<file path="src/rtl/mem_arb_pkg.sv">
// -----------------------------------------------------------------------------
// mem_arb_pkg
// Shared types and constants for the data-RAM port arbiter.
//   port_id_t : index of a requester port (0 = core LSU, 1 = loader/debug)
//   mem_req_t : one requester's access (byte address, store data, byte mask)
//   RD_MASK   : byte mask value that encodes a read
//   FULL_MASK : all four byte lanes enabled
// -----------------------------------------------------------------------------
package mem_arb_pkg;

    localparam int DATA_W = 32;

    localparam logic [3:0] RD_MASK   = 4'b0000;
    localparam logic [3:0] FULL_MASK = 4'b1111;

    typedef logic [0:0] port_id_t;

    typedef struct packed {
        logic [31:0]       addr;
        logic [DATA_W-1:0] wdata;
        logic [3:0]        wmask;
    } mem_req_t;

endpackage

</file>
<file path="src/rtl/rr_arbiter2.sv">
// -----------------------------------------------------------------------------
// rr_arbiter2
// Two-way round-robin arbiter. The grant is purely combinational from the
// request vector and the remembered last winner; the last winner is updated
// whenever a grant is issued (a grant always means an accepted request,
// since grant is never raised without the matching valid).
// Ports:
//   clk       : clock, rising edge
//   rst_n     : asynchronous active-low reset (last winner -> port 1, so
//               port 0 wins the first contention)
//   valid[1:0]: request vector
//   grant[1:0]: one-hot (or zero) grant
//   grant_id  : index of the granted port (meaningful when grant != 0)
// -----------------------------------------------------------------------------
module rr_arbiter2
    import mem_arb_pkg::*;
(
    input  logic       clk,
    input  logic       rst_n,
    input  logic [1:0] valid,
    output logic [1:0] grant,
    output port_id_t   grant_id
);

    port_id_t last_grant;

    always_comb begin
        grant    = 2'b00;
        grant_id = 1'b0;
        case (valid)
            2'b01: begin
                grant    = 2'b01;
                grant_id = 1'b0;
            end
            2'b10: begin
                grant    = 2'b10;
                grant_id = 1'b1;
            end
            2'b11: begin
                // Contention: the port that did not win last time goes first.
                if (last_grant == 1'b1) begin
                    grant    = 2'b01;
                    grant_id = 1'b0;
                end else begin
                    grant    = 2'b10;
                    grant_id = 1'b1;
                end
            end
            default: begin
                grant    = 2'b00;
                grant_id = 1'b0;
            end
        endcase
    end

    always_ff @(posedge clk or negedge rst_n) begin
        if (!rst_n) begin
            last_grant <= 1'b1;
        end else if (grant != 2'b00) begin
            last_grant <= grant_id;
        end
    end

endmodule

</file>
<file path="src/rtl/mem_port_arbiter.sv">
// -----------------------------------------------------------------------------
// mem_port_arbiter
// Shares the single-port data RAM between the core load/store unit (port 0)
// and the program loader / debug master (port 1). Requests use a valid/ready
// handshake; at most one RAM access is issued per cycle with round-robin
// arbitration. The RAM has one cycle of read latency, so the response for a
// request accepted in cycle T is presented in T+1 on the accepting port.
// Out-of-range requests (byte address >= MEM_WORDS*4) never touch the RAM and
// are answered with rsp_err=1 and zero data.
//
// Ports:
//   clk, reset          : clock (rising edge), asynchronous active-low reset
//   req_valid/req_ready : per-port handshake, bit i = port i
//   req_addr/wdata/wmask: per-port request; wmask 0 = read, else byte write
//   rsp_valid           : per-port one-cycle response strobe
//   rsp_rdata, rsp_err  : response data / out-of-range flag
//   mem_en/addr/wdata/wmask : RAM request, driven combinationally
//   mem_rdata           : RAM read data, valid the cycle after mem_en
//
// Build option MEM_PORT_ARBITER_PERF_EN adds saturating 32-bit counters
// perf_grants0, perf_grants1 (accepted requests per port) and perf_stalls
// (cycles where some valid request is not granted).
// -----------------------------------------------------------------------------
module mem_port_arbiter
    import mem_arb_pkg::*;
#(
    parameter int MEM_WORDS = 1024,
    parameter int ADDR_W    = 32
) (
    input  logic                         clk,
    input  logic                         reset,
    input  logic [1:0]                   req_valid,
    output logic [1:0]                   req_ready,
    input  logic [1:0][ADDR_W-1:0]       req_addr,
    input  logic [1:0][DATA_W-1:0]       req_wdata,
    input  logic [1:0][3:0]              req_wmask,
    output logic [1:0]                   rsp_valid,
    output logic [DATA_W-1:0]            rsp_rdata,
    output logic                         rsp_err,
    output logic                         mem_en,
    output logic [$clog2(MEM_WORDS)-1:0] mem_addr,
    output logic [DATA_W-1:0]            mem_wdata,
    output logic [3:0]                   mem_wmask,
    input  logic [DATA_W-1:0]            mem_rdata
`ifdef MEM_PORT_ARBITER_PERF_EN
    ,
    output logic [31:0]                  perf_grants0,
    output logic [31:0]                  perf_grants1,
    output logic [31:0]                  perf_stalls
`endif
);

    localparam int MA_W = $clog2(MEM_WORDS);

    logic [1:0]        grant;
    port_id_t          gnt_id;
    logic [ADDR_W-1:0] addr_p0;
    mem_req_t          req_p0;
    logic              acc_p0;
    logic              in_range_p0;
    logic              rd_p0;
    logic              unused_addr_bits;

    logic [1:0]        vld_p1;
    logic              rd_p1;
    logic              err_p1;

    rr_arbiter2 u_rr (
        .clk      (clk),
        .rst_n    (reset),
        .valid    (req_valid),
        .grant    (grant),
        .grant_id (gnt_id)
    );

    // ---- stage p0: grant, range check and RAM request (combinational) ----
    always_comb begin
        addr_p0      = req_addr[gnt_id];
        req_p0.addr  = 32'(addr_p0);
        req_p0.wdata = req_wdata[gnt_id];
        req_p0.wmask = req_wmask[gnt_id];

        acc_p0       = (grant != 2'b00);
        in_range_p0  = (addr_p0 >> 2) < ADDR_W'(MEM_WORDS);
        rd_p0        = (req_p0.wmask == RD_MASK);

        req_ready    = grant;
        mem_en       = acc_p0 & in_range_p0;
        mem_addr     = req_p0.addr[MA_W+1:2];
        mem_wdata    = req_p0.wdata;
        mem_wmask    = mem_en ? (req_p0.wmask & FULL_MASK) : RD_MASK;
    end

    // Byte offset and the bits above the RAM word index are not part of the
    // RAM address; the range check above already covers the upper bits.
    assign unused_addr_bits = ^{req_p0.addr[1:0], req_p0.addr[31:MA_W+2]};

    // ---- stage p1: response for the request accepted in the previous cycle ----
    always_ff @(posedge clk or negedge reset) begin
        if (!reset) begin
            vld_p1 <= 2'b00;
        end else begin
            vld_p1 <= grant;
        end
    end

    always_ff @(posedge clk) begin
        if (acc_p0) begin
            rd_p1  <= rd_p0;
            err_p1 <= ~in_range_p0;
        end
    end

    always_comb begin
        rsp_valid = vld_p1;
        rsp_err   = (vld_p1 != 2'b00) & err_p1;
        // Writes are acknowledged with zero data; errored reads never hit RAM.
        rsp_rdata = ((vld_p1 != 2'b00) & rd_p1 & ~err_p1) ? mem_rdata : '0;
    end

`ifdef MEM_PORT_ARBITER_PERF_EN
    function automatic logic [31:0] sat_inc(input logic [31:0] v);
        return (&v) ? v : v + 32'd1;
    endfunction

    always_ff @(posedge clk or negedge reset) begin
        if (!reset) begin
            perf_grants0 <= '0;
            perf_grants1 <= '0;
            perf_stalls  <= '0;
        end else begin
            if (grant[0]) perf_grants0 <= sat_inc(perf_grants0);
            if (grant[1]) perf_grants1 <= sat_inc(perf_grants1);
            if ((req_valid & ~grant) != 2'b00) perf_stalls <= sat_inc(perf_stalls);
        end
    end
`endif

endmodule

</file>
<file path="config.mk">
export PLATFORM = sky130hd
export DESIGN_NAME = mem_port_arbiter
export DESIGN_NICKNAME = d
export VERILOG_FILES = /design/src/rtl/mem_arb_pkg.sv /design/src/rtl/rr_arbiter2.sv /design/src/rtl/mem_port_arbiter.sv
export SDC_FILE = /design/constraint.sdc
export NUM_CORES = 1
export LEC_CHECK = 0
export BUFFER_PORTS_ARGS = -buffer_cell sky130_fd_sc_hd__buf_2
export CORE_AREA = 3 3 99 101
export CTS_BUF_LIST = sky130_fd_sc_hd__clkbuf_8 sky130_fd_sc_hd__clkbuf_16
export DETAILED_ROUTE_END_ITERATION = 16
export DIE_AREA = 0 0 102 104
export GPL_TIMING_DRIVEN = 0
export PLACE_DENSITY = 0.48
export RECOVER_POWER = 50
export SLEW_MARGIN = 10
export SYNTH_ARGS = -nofsm -noshare
export SYNTH_HDL_FRONTEND = slang
export SYNTH_HIERARCHICAL = 1
export SYNTH_SLANG_ARGS = --single-unit
export TNS_END_PERCENT = 1
</file>
<file path="constraint.sdc">
create_clock -name clk -period 3.5 [get_ports clk]
set_input_delay 0.175 -clock clk [delete_from_list [all_inputs] [get_ports clk]]
set_output_delay 0.175 -clock clk [all_outputs]
set_load 0.02 [all_outputs]
</file>
# ---- Yosys cells after proc, flatten, opt, wreduce, memory -nomap -nowiden
# Index checks and enable logic that the tools add are counted.
dict set report op_classes {
  reduce_logical 3
  order_cmp 2
  eq_ne 3
  muxes 12
  bitwise 6
}
# operator n
set ops {}
lappend ops {{2-to-1 mux 32 bit} 5}
lappend ops {{< comparator 30 x 11 -> 1 bit, second input constant} 1}
lappend ops {{2-to-1 mux 4 bit} 3}
lappend ops {{one-hot mux 2 bit (3 select lines)} 1}
lappend ops {{AND 1 bit} 4}
lappend ops {{== test 2 bit, second input constant} 2}
lappend ops {{logical NOT 4 bit} 1}
lappend ops {{nonzero test 2 bit} 2}
lappend ops {{== test 2 x 1 -> 1 bit, second input constant} 1}
lappend ops {{< comparator 1 x 2 -> 1 bit, second input constant} 1}
lappend ops {{2-to-1 mux 2 bit} 1}
lappend ops {{NOT 1 bit} 2}
lappend ops {{one-hot mux 1 bit (2 select lines)} 1}
lappend ops {{2-to-1 mux 1 bit} 1}
dict set report totals {
  output_inout_bits 84
  wordCells 30
  reg_bits 5
}

# ---- Longest topological paths before layout
# Gate-level depths: netlist (run 1).
dict set report depth {
  ltp_word 7
  ltp_mapped 5
  depth_no_buf 4
}

# ---- Cells and area by module
# The synthesis (run 1) kept the hierarchy.
# module cells_each area_per_inst_um2 n_inst
set by_module_without_submodules {}
lappend by_module_without_submodules {mem_port_arbiter 121 1042.2 1}
lappend by_module_without_submodules {rr_arbiter2 7 61.3 1}

# ---- Worst setup path after synthesis (run 1)
# Ideal clock, no wire load.
dict set report synth_timing {
  kind {register to output}
  startpoint {register u_rr.last_grant}
  endpoint {output mem_wmask[0]}
  stages_incl_launch_ff 6
  required_time_ns 3.325
  arrival_ns 2.325
  path_buffers 1
  slack_ns 1.000
  cell_sequence {dfstp_2 > a21boi_0 > or4b_1 > or4_1 > clkbuf_1 > a211oi_1}
}
dict set report synth_via {
  elab_chain_len 7
}
# item line_no
set synth_lines {}
lappend synth_lines {{from (decl)} rr_arbiter2.sv:25} ;# port_id_t last_grant;
lappend synth_lines {{from (signal assigned)} rr_arbiter2.sv:60} ;# last_grant <= grant_id;
lappend synth_lines {{2-to-1 mux 1 bit (*)} rr_arbiter2.sv:41} ;# if (last_grant == 1'b1) begin
lappend synth_lines {{one-hot mux 1 bit (2 select lines) (*)} rr_arbiter2.sv:30} ;# case (valid)
lappend synth_lines {{named net gnt_id} mem_port_arbiter.sv:56} ;# port_id_t gnt_id;
lappend synth_lines {{2-to-1 mux 32 bit (not written as such) (2 in series)} mem_port_arbiter.sv:78} ;# addr_p0 = req_addr[gnt_id];
lappend synth_lines {{< comparator 30 x 11 -> 1 bit} mem_port_arbiter.sv:84} ;# in_range_p0 = (addr_p0 >> 2) < ADDR_W'(MEM_WORDS);
lappend synth_lines {{AND 1 bit} mem_port_arbiter.sv:88} ;# mem_en = acc_p0 & in_range_p0;
lappend synth_lines {{2-to-1 mux 4 bit (*)} mem_port_arbiter.sv:91} ;# mem_wmask = mem_en ? (req_p0.wmask & FULL_MASK) : RD_MASK;
lappend synth_lines {{to (decl)} mem_port_arbiter.sv:43} ;# output logic [3:0] mem_wmask,
# Mark *: on every way through the listed nets, which the timed path passes. The rest lies on a longest branch. The select of a mux whose other input is x is not followed.

# ---- Final worst setup path (run 1)
dict set report layout_timing {
  startpoint {register u_rr.last_grant}
  endpoint {output mem_wmask[2]}
}
# Same word-level chain as after synthesis.

==> results of run 1 <==
cells by family after synthesis:
kind of cell	Yosys count	synth area share
buf+inv	12	0.04081
mux	46	0.4649
compound gates	10	0.06122
flops	5	0.1236
simple gates	55	0.3095
stage by stage:
step,hold slack [ns],std cells,util
floorplan,-0.1206,128,-
global placement,-0.02756,490,0.2743
detailed placement,-0.02620,490,0.2743
CTS,0.1198,495,0.2804
global route,0.1506,495,0.2764
finish,0.1308,495,0.2764
worst max-delay path, stage by stage, from the launching register on:
cell	delay [ns]
dfstp_1	0.39
a21boi_0	0.66
or4b_1	0.48
or4_1	0.47
clkbuf_1	0.17
a211oi_1	0.26
buf_2	0.21
worst max path at each step:
stage                     slack (ns)                   startpoint  cells after the start      endpoint
after floorplan                  1.0  u_rr/last_grant$_DFFE_PN1P_                      5  mem_wmask[0]
after global placement          0.55  u_rr/last_grant$_DFFE_PN1P_                      6  mem_wmask[1]
after detailed placement        0.55  u_rr/last_grant$_DFFE_PN1P_                      6  mem_wmask[0]
after CTS                       0.31  u_rr/last_grant$_DFFE_PN1P_                      6  mem_wmask[0]
after global routing            0.06  u_rr/last_grant$_DFFE_PN1P_                      6  mem_wmask[0]
final                           0.46  u_rr/last_grant$_DFFE_PN1P_                      6  mem_wmask[2]
flip-flops by register name, summed over array words and instances (netlist names):
signal / flops
err_p1: 1
rsp_valid: 2
u_rr/last_grant: 1
rd_p1: 1
report_power, final:
group / switching, mW / total [mW] / internal (mW)
combinational: 0.152 / 0.305 / 0.153
sequential: 0.00368 / 0.0711 / 0.0674
clock: 0.0265 / 0.101 / 0.0750
final cells by class:
class	count	area [µm²]	area share
Buffer	10	37.54	0.01491
Clock buffer	3	41.29	0.01640
Clock inverter	1	3.754	0.001491
Inverter	2	7.507	0.002982
Multi-Input combinational cell	111	922.1	0.3663
Sequential cell	5	136.4	0.05418
Tap cell	111	138.9	0.05517
Timing Repair Buffer	252	1230	0.4886
placed cells by master, fill, tap and decap left out:
cell type	Yosys	layout
a211oi_1	4	4
a21boi_0	2	3
a21oi_1	2	2
and2_0	0	9
and2_1	33	24
buf_1	5	3
buf_2	0	222
clkbuf_1	5	36
clkbuf_8	0	3
dfrtp_1	2	2
dfstp_1	0	1
dlygate4sd3_1	0	1
edfxtp_1	2	2
inv_1	1	2
inv_2	1	1
mux2_2	42	42
mux2i_1	4	4
nand2_1	1	1
nand4_1	2	2
nor2_1	3	3
nor2b_1	1	1
nor3_1	2	2
nor3b_1	1	1
nor4_1	7	7
o21ai_0	1	1
or4_1	4	4
or4b_1	1	1
metal layers:
| layer | up-vias | global-route usage | part of all wire |
|---|---|---|---|
| met4 | 0 | 0.01687 | 0 |
| met2 | 146 | 0.2252 | 0.56 |
| met1 | 832 | 0.09786 | 0.32 |
| met5 | - | 0 | 0 |
| li1 | 979 | - | - |
| met3 | 0 | 0.02079 | 0.12 |
==> results.sh, run 1 <==
export IMPL_hold_class="primary input to flip-flop"
export IMPL_postCtsSetupRepairBufs=0
export IMPL_tns_ns=0
export IMPL_antenna_cells=0
export IMPL_root_buffer="clkbuf_8"
export IMPL_ir_drop_mv=0.06560
export IMPL_status="finished, final reports clean"
export IMPL_netlist_area_um2=1104
export IMPL_min_to="u_rr/last_grant$_DFFE_PN1P_"
export IMPL_grt_usage=0.1051
export IMPL_ys_seq_elements=5
export IMPL_synth_most_common_cell="mux2_2"
export IMPL_die_area_um2=10610
export IMPL_finalHoldViolations=0
export IMPL_grt_pass1_vias=1963
export IMPL_hold_start="req_valid[0]"
export IMPL_synthToLayoutAreaGrowth_pct=128.1
export IMPL_clock_sinks=5
export IMPL_cts_tree="done"
export IMPL_tightest_slew_ns=0.7995
export IMPL_r2r_cells=5
export IMPL_worstPathMaxFanout=6
export IMPL_netlist_cell_type_count=24
export IMPL_synth_ff_type="edfxtp_1"
export IMPL_synth_area_leaders="mux2_2, and2_1, edfxtp_1, dfrtp_1, nor4_1"
export IMPL_synthArstFlopShare=0.6000
export IMPL_drt_iter0_drc=31
export IMPL_grt_pass1_wl_um=8963
export IMPL_cts_hold_buf=1
export IMPL_syn_num_nets=300
export IMPL_n_fill_cell=1029
export IMPL_cp_arrival_ns=2.86
export IMPL_initial_core_util=0.1212
export IMPL_via_per_inst=3.954
export IMPL_fin_total_pwr_mw=0.4780
export IMPL_die_y_um=104
export IMPL_antenna_found_initial=0
export IMPL_yosysWarnings=6
export IMPL_drcViolationCount=0
export IMPL_yosysSeqAreaShare=0.1236
export IMPL_dp_final_hpwl_um=5941
export IMPL_drv_slew=0
export IMPL_rr_endpoint="err_p1$_DFFE_PN_"
export IMPL_rsz0062_at_grt="false"
export IMPL_row_count=35
export IMPL_clkSlewWorstSetupHoldPaths_ns=0.03
export IMPL_start_kind="flip-flop"
export IMPL_nets=557
export IMPL_grt_start_max_net_pins=11
export IMPL_slew_headroom=0.4623
export IMPL_num_vias=1957
export IMPL_finalCriticalPeriod_ns=3.040
export IMPL_ioPinCount=256
export IMPL_cts_buffer_depth=2
export IMPL_hold_depth=2
export IMPL_fin_skew_ns=0.001252
export IMPL_post_place_ws_ns=0.5541
export IMPL_syn_instance_count=128
export IMPL_routabilityCongestion=0.8142
export IMPL_max_cap_viol_count=0
export IMPL_placed_cell_area_um2=2499
export IMPL_htree_levels=1
export IMPL_ys_top_cells_by_count="mux2_2, and2_1, nor4_1"
export IMPL_r2r_start="u_rr/last_grant$_DFFE_PN1P_"
export IMPL_drt_pass1_iterations=4
export IMPL_crit_type="flip-flop to output port"
export IMPL_avgRoutedWirePerCell_um=12.96
export IMPL_grt_overflow_total=0
export IMPL_synth_avg_cell_area_um2=8.622
export IMPL_setup_ws_ns=0.4601
export IMPL_insertion_delay_ns=0.22
export IMPL_synthDominantCellAreaShare=0.4286
export IMPL_finalSetupViolations=0
export IMPL_end_kind="output port"
export IMPL_fmax_mhz=329.0
export IMPL_synth_edf_count=2
export IMPL_powerDensity_nw_per_um2=189.9
export IMPL_post_cts_resized=0
export IMPL_cellLeakagePower_nw=1.336
export IMPL_die_w_um=102
export IMPL_core_area_um2=9109
export IMPL_regToRegSetupSlack_ns=0.89
export IMPL_detail_route_antenna_nets=0
export IMPL_numCtsBuffers=3
export IMPL_port_buffers=251
export IMPL_drive_gt1_frac=0.6979
export IMPL_final_area_um2=2517
export IMPL_drt_total_wl_um=6417
export IMPL_fin_crit_sh=0.8685
export IMPL_synth_area_leader_cell="mux2_2"
export IMPL_worstPathRequired_ns=3.32
(Power assumes the default switching activity.)
==> run 2: changes to the inputs <==
--- a/config.mk
+++ b/config.mk
@@ -7,9 +7,10 @@
 export LEC_CHECK = 0
+export ABC_AREA = 1
 export BUFFER_PORTS_ARGS = -buffer_cell sky130_fd_sc_hd__buf_2
-export CORE_AREA = 3 3 99 101
+export CORE_AREA = 3 3 98 100
 export CTS_BUF_LIST = sky130_fd_sc_hd__clkbuf_8 sky130_fd_sc_hd__clkbuf_16
 export DETAILED_ROUTE_END_ITERATION = 16
-export DIE_AREA = 0 0 102 104
+export DIE_AREA = 0 0 101 103
 export GPL_TIMING_DRIVEN = 0
-export PLACE_DENSITY = 0.48
+export PLACE_DENSITY = 0.53
 export RECOVER_POWER = 50
--- a/constraint.sdc
+++ b/constraint.sdc
@@ -3,2 +3,2 @@
 set_output_delay 0.175 -clock clk [all_outputs]
-set_load 0.02 [all_outputs]
+set_load 0.05 [all_outputs]
==> run 2 against run 1 <==
Count of clock-buffer cells in the layout is the same. Cell count is 12% higher. Flip-flop and latch count stayed put. Power increased by 37%. Clock power about the same. Synthesized cell count rose by 50%. Maximum frequency rose by 25%. Non-clock buffer count decreased by 2. Synthesized area grew 27%. Highest routed layer is now met4.
==> results.sh, run 2 <==
export IMPL_die_area_um2=10400
export IMPL_finalHoldViolations=0
export IMPL_final_area_um2=2791
export IMPL_layout_commonest_cell="buf_2"
export IMPL_finalSetupViolations=0
export IMPL_hold_class="primary input to flip-flop"
export IMPL_ir_drop_mv=0.1032
export IMPL_drt_total_wl_um=6180
export IMPL_ys_seq_elements=5
export IMPL_tns_ns=0
export IMPL_routabilityCongestion=0.7044
export IMPL_dp_final_hpwl_um=5661
export IMPL_nets=621
export IMPL_tightest_slew_ns=0.6788
export IMPL_synth_edf_count=2
export IMPL_synthToLayoutAreaGrowth_pct=99.55
export IMPL_post_place_ws_ns=1.609
export IMPL_power_frac_seq=0.108
export IMPL_synth_most_common_cell="nor2_1"
export IMPL_die_y_um=103
export IMPL_synth_area_leaders="mux2_4, nor2_1, inv_1, nand2_1, edfxtp_1"
export IMPL_finalCriticalPeriod_ns=2.441
export IMPL_syn_instance_count=192
export IMPL_p_sw_mw=0.3201
export IMPL_drv_slew=0
export IMPL_clkSlewWorstSetupHoldPaths_ns=0.03
export IMPL_synth_avg_cell_area_um2=7.286
export IMPL_post_cts_resized=0
export IMPL_netlist_cell_type_count=20
export IMPL_fin_cells=556
export IMPL_yosysWarnings=6
export IMPL_grt_usage=0.09590
export IMPL_syn_num_nets=364
export IMPL_cellLeakagePower_nw=1.766
export IMPL_largest_reg_flops=2
export IMPL_synthArstFlopShare=0.6000
export IMPL_avgRoutedWirePerCell_um=11.12
export IMPL_post_route_util=0.3185
export IMPL_core_area_um2=8763
export IMPL_drive_gt1_frac=0.6049
export IMPL_row_count=34
export IMPL_max_cap_viol_count=0
export IMPL_placed_cells_incl_taps=551
export IMPL_grt_start_max_net_pins=11
export IMPL_grt_overflow_total=0
export IMPL_cts_tree="done"
export IMPL_ys_top_cells_by_count="nor2_1, inv_1, mux2_4"
export IMPL_fin_skew_ns=0.002239
export IMPL_synthDominantCellAreaShare=0.4293
export IMPL_port_buffers=251
export IMPL_power_share_combinational=0.736
export IMPL_drcViolationCount=0
export IMPL_setup_ws_ns=1.059
export IMPL_rsz0062_at_grt="false"
export IMPL_netlist_area_um2=1399
export IMPL_sw_frac_of_total=0.4896
export IMPL_root_buffer="clkbuf_8"
export IMPL_antenna_cells=0
export IMPL_num_vias=2126
export IMPL_placed_cell_area_um2=2790
export IMPL_numCtsBuffers=3
export IMPL_p_int_mw=0.3337
export IMPL_die_w_um=101
export IMPL_clock_power_share=0.156
export IMPL_crit_type="flip-flop to output port"
export IMPL_worstPathMaxFanout=10
export IMPL_insertion_delay_ns=0.22
export IMPL_ioPinCount=256
export IMPL_grt_pass1_wl_um=8052
export IMPL_detail_route_antenna_nets=0
export IMPL_layout_common_cells="buf_2, nor2_1, inv_1"
export IMPL_fin_crit_sh=0.6974
export IMPL_cts_buffer_depth=2
export IMPL_clock_sinks=5
export IMPL_status="finished, final reports clean"
export IMPL_seqCellArea_um2=136.4
export IMPL_drt_iter0_drc=47
export IMPL_whs_ns=0.1869
export IMPL_worstPathRequired_ns=3.32
export IMPL_cp_arrival_ns=2.27
export IMPL_initial_core_util=0.1596
export IMPL_fin_total_pwr_mw=0.6538
export IMPL_powerDensity_nw_per_um2=234.2
export IMPL_drt_pass1_iterations=4
export IMPL_n_fill_cell=960
export IMPL_end_kind="output port"
export IMPL_antenna_found_initial=0
export IMPL_slew_headroom=0.5475
export IMPL_grt_pass1_vias=1858
export IMPL_synth_area_leader_cell="mux2_4"
export IMPL_start_kind="flip-flop"
export IMPL_via_per_inst=3.824
export IMPL_yosysSeqAreaShare=0.09750
export IMPL_synth_ff_type="edfxtp_1"
export IMPL_multiInputGateArea_um2=1035
export IMPL_fmax_mhz=409.7
export IMPL_htree_levels=1
[run 2: timing repair]
| action | 4_1_cts | 5_1_grt |
|---|---|---|
| buffers inserted | 0 | 0 |
| hold endpoints to repair | 3 | 0 |
| hold buffers | 1 | 0 |
[run 2: path summary, 6_finish.rpt]
| kind | start | to | slack (ns) | cells after the start |
|---|---|---|---|---|
| max in group asynchronous | reset | u_rr/last_grant$_DFFE_PN1P_ | 2.99 | 2 |
| min in group asynchronous | reset | rsp_valid[1]$_DFF_PN0_ | 0.29 | 2 |
| worst max-delay path | u_rr/last_grant$_DFFE_PN1P_ | mem_wdata[25] | 1.06 | 5 |
| worst max register to register | u_rr/last_grant$_DFFE_PN1P_ | rd_p1$_DFFE_PN_ | 1.53 | 5 |
| worst min-delay path | req_valid[1] | u_rr/last_grant$_DFFE_PN1P_ | 0.19 | 3 |
| worst min register to register | u_rr/last_grant$_DFFE_PN1P_ | u_rr/last_grant$_DFFE_PN1P_ | 0.53 | 2 |
[run 2: final cells by class]
type                       count  area share
tap                          108     0.04841
sequential                     5     0.04886
inverter                      42     0.05648
timing repair buffer         252      0.4379
clock inverter                 1    0.001345
clock buffer                   3     0.01479
multi-input combinational    137      0.3707
buffer                         8     0.02151
[run 2: worst max-delay path, cell delays in order (launching register included)]
cell	delay, ns
dfstp_1	0.39
a21oi_1	0.28
clkbuf_1	0.56
buf_6	0.27
mux2_4	0.32
buf_2	0.22
[run 2: layer usage]
layer / track usage / up-vias / part of all wire
li1: - / 1091 / -
met5: 0 / - / 0
met4: 0.02454 / 0 / 0.0087
met1: 0.1063 / 891 / 0.35
met3: 0.01556 / 7 / 0.11
met2: 0.1884 / 137 / 0.53
[run 2: kinds of logic after synthesis]
logic type	count (synthesis)	share of synthesized area
muxes	46	0.4741
DFF	5	0.09750
AOI/OAI and AO/OA	2	0.007156
buffers and inverters	50	0.1610
and+or+nand+nor	89	0.2603
[run 2: power groups by stage]
stage,Sequential [mW],Combinational (mW),Clock [mW]
6_report,0.0708,0.481,0.102
5_1_grt,0.0719,0.510,0.108
4_1_cts,0.0714,0.489,0.105
3_5_place_dp,0.0721,0.486,0
3_3_place_gp,0.0721,0.484,0
2_1_floorplan,0.0789,0.332,0
